===== src/rtl/vector_mem_sequencer.sv =====
// Splits one VLEN-bit vector load/store into 32-bit XIF memory transactions.
// Optional alignment abort when VMS_MISALIGN_CHECK_EN is defined.
module vector_mem_sequencer #(
  parameter int VLEN       = 256,
  parameter int X_ID_WIDTH = 4
) (
  input  logic                  clk_i,
  input  logic                  rst_ni,
  input  logic                  start_load_i,
  input  logic                  start_store_i,
  input  logic [31:0]           base_addr_i,
  input  logic [VLEN-1:0]       store_data_i,
  input  logic [X_ID_WIDTH-1:0] id_i,
  output logic                  busy_o,
  output logic                  done_o,
  output logic                  err_o,
  output logic [VLEN-1:0]       load_data_o,
  output logic                  mem_valid_o,
  input  logic                  mem_ready_i,
  output logic [31:0]           mem_addr_o,
  output logic                  mem_we_o,
  output logic [3:0]            mem_be_o,
  output logic [31:0]           mem_wdata_o,
  output logic [X_ID_WIDTH-1:0] mem_id_o,
  input  logic                  mem_exc_i,
  input  logic                  mem_result_valid_i,
  input  logic [31:0]           mem_result_rdata_i,
  input  logic                  mem_result_err_i
);

  localparam int NW = VLEN / 32;
  localparam int KW = (NW > 1) ? $clog2(NW) : 1;

  localparam logic [1:0] IDLE     = 2'd0;
  localparam logic [1:0] REQ      = 2'd1;
  localparam logic [1:0] WAIT_RES = 2'd2;
  localparam logic [1:0] DONE     = 2'd3;

  logic [1:0]            state_q;
  logic [KW-1:0]         k_q;
  logic [31:0]           base_q;
  logic [VLEN-1:0]       sdata_q;
  logic [X_ID_WIDTH-1:0] id_q;
  logic                  we_q;
  logic                  err_q;
  logic [VLEN-1:0]       ldata_q;
  logic                  start;
  logic                  misalign;

  assign start = start_load_i | start_store_i;

`ifdef VMS_MISALIGN_CHECK_EN
  assign misalign = |base_addr_i[1:0];
`else
  assign misalign = 1'b0;
`endif

  always_ff @(posedge clk_i or negedge rst_ni) begin
    if (!rst_ni) begin
      state_q <= IDLE;
      k_q     <= '0;
      base_q  <= '0;
      sdata_q <= '0;
      id_q    <= '0;
      we_q    <= 1'b0;
      err_q   <= 1'b0;
      ldata_q <= '0;
    end else begin
      case (state_q)
        IDLE: begin
          if (start) begin
            base_q  <= base_addr_i;
            sdata_q <= store_data_i;
            id_q    <= id_i;
            we_q    <= ~start_load_i;
            k_q     <= '0;
            err_q   <= misalign;
            if (start_load_i && !misalign)
              ldata_q <= '0;
            state_q <= misalign ? DONE : REQ;
          end
        end
        REQ: begin
          if (mem_ready_i) begin
            if (mem_exc_i) begin
              err_q   <= 1'b1;
              state_q <= DONE;
            end else begin
              state_q <= WAIT_RES;
            end
          end
        end
        WAIT_RES: begin
          if (mem_result_valid_i) begin
            if (!we_q)
              ldata_q[32*k_q +: 32] <= mem_result_rdata_i;
            if (mem_result_err_i) begin
              err_q   <= 1'b1;
              state_q <= DONE;
            end else if (k_q == KW'(NW-1)) begin
              state_q <= DONE;
            end else begin
              k_q     <= k_q + KW'(1);
              state_q <= REQ;
            end
          end
        end
        DONE:    state_q <= IDLE;
        default: state_q <= IDLE;
      endcase
    end
  end

  assign busy_o      = (state_q != IDLE);
  assign done_o      = (state_q == DONE);
  assign err_o       = done_o & err_q;
  assign load_data_o = ldata_q;
  assign mem_valid_o = (state_q == REQ);
  assign mem_addr_o  = base_q + (32'(k_q) << 2);
  assign mem_we_o    = we_q;
  assign mem_be_o    = 4'hF;
  assign mem_wdata_o = sdata_q[32*k_q +: 32];
  assign mem_id_o    = id_q;

endmodule

===== config.mk =====
export PLATFORM = sky130hd
export DESIGN_NAME = vector_mem_sequencer
export DESIGN_NICKNAME = d
export VERILOG_FILES = /design/src/rtl/vector_mem_sequencer.sv
export SDC_FILE = /design/constraint.sdc
export NUM_CORES = 1
export LEC_CHECK = 0
export CORE_AREA = 2 2 260 262
export CTS_BUF_LIST = sky130_fd_sc_hd__clkbuf_8
export CTS_CLUSTER_SIZE = 24
export DETAILED_ROUTE_END_ITERATION = 7
export DIE_AREA = 0 0 262 264
export GPL_TIMING_DRIVEN = 0
export SLEW_MARGIN = 5
export SYNTH_ARGS = -nofsm -noshare
export SYNTH_HDL_FRONTEND = slang
export SYNTH_SLANG_ARGS = --single-unit

===== constraint.sdc =====
create_clock -name clk_i -period 4.65 [get_ports clk_i]
set_clock_uncertainty 0.1 [all_clocks]
set_input_delay 0.6975 -clock clk_i [delete_from_list [all_inputs] [get_ports clk_i]]
set_output_delay 0.6975 -clock clk_i [all_outputs]
set_load 0.02 [all_outputs]

==> results.sh <==
export IMPL_max_slew_margin=0.263
export IMPL_syn_mean_instance_area_um2=14.6
export IMPL_grt_setup_unrepaired="no"
export IMPL_routedWlPerCell_um=26.3
export IMPL_netlist_area_um2=23100
export IMPL_crit_path_end_kind="primary output"
export IMPL_dieArea_um2=69200
export IMPL_cts_buffers=95
export IMPL_seqCellArea_um2=13900
export IMPL_final_min_period_over_clock_period=0.949
export IMPL_hpwl_um=65600
export IMPL_hold_viol_final=0
export IMPL_tightest_slew_ns=1.11
export IMPL_grt_pass1_vias=18000
export IMPL_antenna_found_initial=29
export IMPL_die_y_um=264
export IMPL_path_cells="clkbuf_8, buf_6, inv_1, fa_1, nand2b_1, and2_1, nor4_4, xor2_1, dlygate4sd2_1"
export IMPL_synth_cell_types=48
export IMPL_ys_warn_count=0
export IMPL_arrival_ns=3.62
export IMPL_port_buffers=628
export IMPL_finalSetupTns_ns=0
export IMPL_ioPinCount=665
export IMPL_slowest_stage="fa_1"
export IMPL_synthTopCellsByArea="dfrtp_1 60%, mux2_2 14%, a22o_1 9.7%, mux4_2 6.2%, nand2_1 1.8%"
export IMPL_synth_cells=1585
export IMPL_worstPathRequired_ns=3.85
export IMPL_place_gp_congestion=0.893
export IMPL_drc=0
export IMPL_clk_insertion_delay_late_ns=0.67
export IMPL_status="finished, final reports clean"
export IMPL_synth_commonest_cells="555 x dfrtp_1, 293 x mux2_2, 256 x a22o_1"
export IMPL_p_leak_uw=0.0142
export IMPL_initial_utilization=0.347
export IMPL_critical_path_class="reg -> out"
export IMPL_cts_tree="built"
export IMPL_rr_worst_depth=8
export IMPL_routed_wl_um=86200
export IMPL_multi_input_area_um2=8510
export IMPL_pwr_density_cell_nw_per_um2=623
export IMPL_holdPathStages=1
export IMPL_power_total_uw=20400
export IMPL_ir_drop_uv=466
export IMPL_fin_crit_ns=4.41
export IMPL_critPathBufInv=4
export IMPL_crit_family="buffers and inverters"
export IMPL_cp_depth=9
export IMPL_synth_edf_count=0
export IMPL_synth_async_sr_flop_share=1.00
export IMPL_setup_viol=0
export IMPL_grt_use_total=0.247
export IMPL_cts_root_buf="clkbuf_8"
export IMPL_viasPerCell=5.20
export IMPL_dr_pass1_iters=7
export IMPL_rrSetupSlack_ns=0.41
export IMPL_drt_iter0_markers=1183
export IMPL_cp_max_fo=10
export IMPL_drive_above_1_share=0.240
export IMPL_min_path_type="reg -> reg"
export IMPL_cts_sinks=555
export IMPL_htree_levels=3
export IMPL_synth_seq_cells=555
export IMPL_cts_clk_slew_worst_paths_ns=0.06
export IMPL_areaGrowthSynthToFinish_pct=41.8
export IMPL_netlist_area_leader_share=0.602
export IMPL_synth_top_area_cell="dfrtp_1"
export IMPL_grt_pass1_wl_um=124000
export IMPL_final_fill_count=5921
export IMPL_vias=17100
export IMPL_maxCapViolCount=0
export IMPL_critPathMaxStageDelay_ns=0.48
export IMPL_fmax_mhz=227
export IMPL_grt_overflow_total=0
export IMPL_critPathLaunchType="flop"
export IMPL_drtAntennaViolNets=0
export IMPL_clk_path_buf_depth=3
export IMPL_grt_max_degree=106
export IMPL_die_x_um=262
export IMPL_num_nets_final=2664
export IMPL_core_um2=66600
export IMPL_fp_row_count=95
export IMPL_yosysMostFrequentCell="dfrtp_1"
export IMPL_slew_violations=0
export IMPL_seq_area_frac_synth=0.602
export IMPL_synthFlopType="dfrtp_1"
cell families after synthesis:
family                   count (synthesis)  synth area share
AO/OA/AOI/OAI                          281             0.104
XOR/XNOR                                28            0.0106
adder cells (fa/ha/maj)                 13           0.00738
buffers and inverters                  165            0.0305
flip-flops                             555             0.602
multiplexers                           360             0.207
other                                    1          0.000163
AND/OR/NAND/NOR                        182            0.0387
repair_timing:
action / in CTS / in global routing
hold buffers: 1 / 0
pin swaps: 0 / 1
buffers inserted: 0 / 1
hold endpoints to repair: 86 / 0
setup endpoints to repair: 277 / 14
resized for setup: 21 / 8
path summary, 6_finish.rpt:
path / startpoint / end
max: k_q[1] / mem_addr_o[28]
min: sdata_q[65] / sdata_q[65]
max reg2reg: k_q[2] / load_data_o[232]
min reg2reg: sdata_q[65] / sdata_q[65]
max in group asynchronous: rst_ni / sdata_q[200]
min in group asynchronous: rst_ni / load_data_o[35]
placed cells by master, fill, tap and decap left out, drive strengths merged, types with 2 or more instances in the layout:
cell type      instances
clkdlybuf4s50        616
dfrtp                555
mux2                 293
a22o                 256
clkbuf               190
nand2                113
buf                   92
mux4                  64
inv                   49
xnor2                 19
nand4                 14
nor2                  13
ha                    12
diode                 11
clkinv                11
nand3                  9
xor2                   9
o21ai                  9
a21oi                  8
dlygate4sd2            6
and2                   5
nor3                   5
and4                   4
conb                   4
dlymetal6s2s           4
nor4                   4
and3                   3
mux2i                  3
or3                    2
nand2b                 2
a31oi                  2
or2                    2
o41ai                  2
clkinvlp               2
layout make-up:
| type | instances | area share |
|---|---|---|
| tap | 873 | 0.0334 |
| antenna | 11 | 0.000842 |
| buffer | 146 | 0.0201 |
| inverter | 18 | 0.00207 |
| sequential | 555 | 0.425 |
| timing repair buffer | 635 | 0.197 |
| multi-input combinational | 868 | 0.260 |
| clock inverter | 45 | 0.00807 |
| clock buffer | 128 | 0.0539 |
stage by stage:
stage / hold WS (ns) / cells / utilization / setup slack, ns / area [µm²]
after global routing: 0.415 / 3273 / 0.491 / 0.0128 / 32700
after detailed placement: 0.388 / 3094 / 0.460 / -0.934 / 30600
final: 0.399 / 3279 / 0.491 / 0.237 / 32700
after CTS: 0.386 / 3268 / 0.491 / -0.0202 / 32700
after global placement: 0.383 / 3089 / 0.458 / -21.68 / 30500
after floorplan: 0.302 / 1588 / - / 1.07 / 23100
registers in the layout, indices dropped and copies added, names as in the netlist:
name	count
base_q	32
err_q	1
state_q	2
mem_id_o	4
load_data_o	256
mem_we_o	1
sdata_q	256
k_q	3
worst register-to-register path, delay by kind of cell, from the launching register on:
kind            cells  cell delay [ns]
buf+inv             4             1.78
compound gates      1             0.22
fa+ha+maj           1             0.56
simple gates        2             1.11
flops               1             0.41
power by group:
group	switching, µW	internal, µW
Clock	2110	2530
Sequential	902	6330
Combinational	4490	4020
Total	7500	12900
layer usage:
layer	vias up	wire, µm	track usage
li1	7367	-	-
met1	8779	31200	0.279
met2	713	43700	0.429
met3	156	8840	0.0947
met4	36	2320	0.0782
met5	-	227	0
No activity file was read; power rests on OpenSTA's default activity.
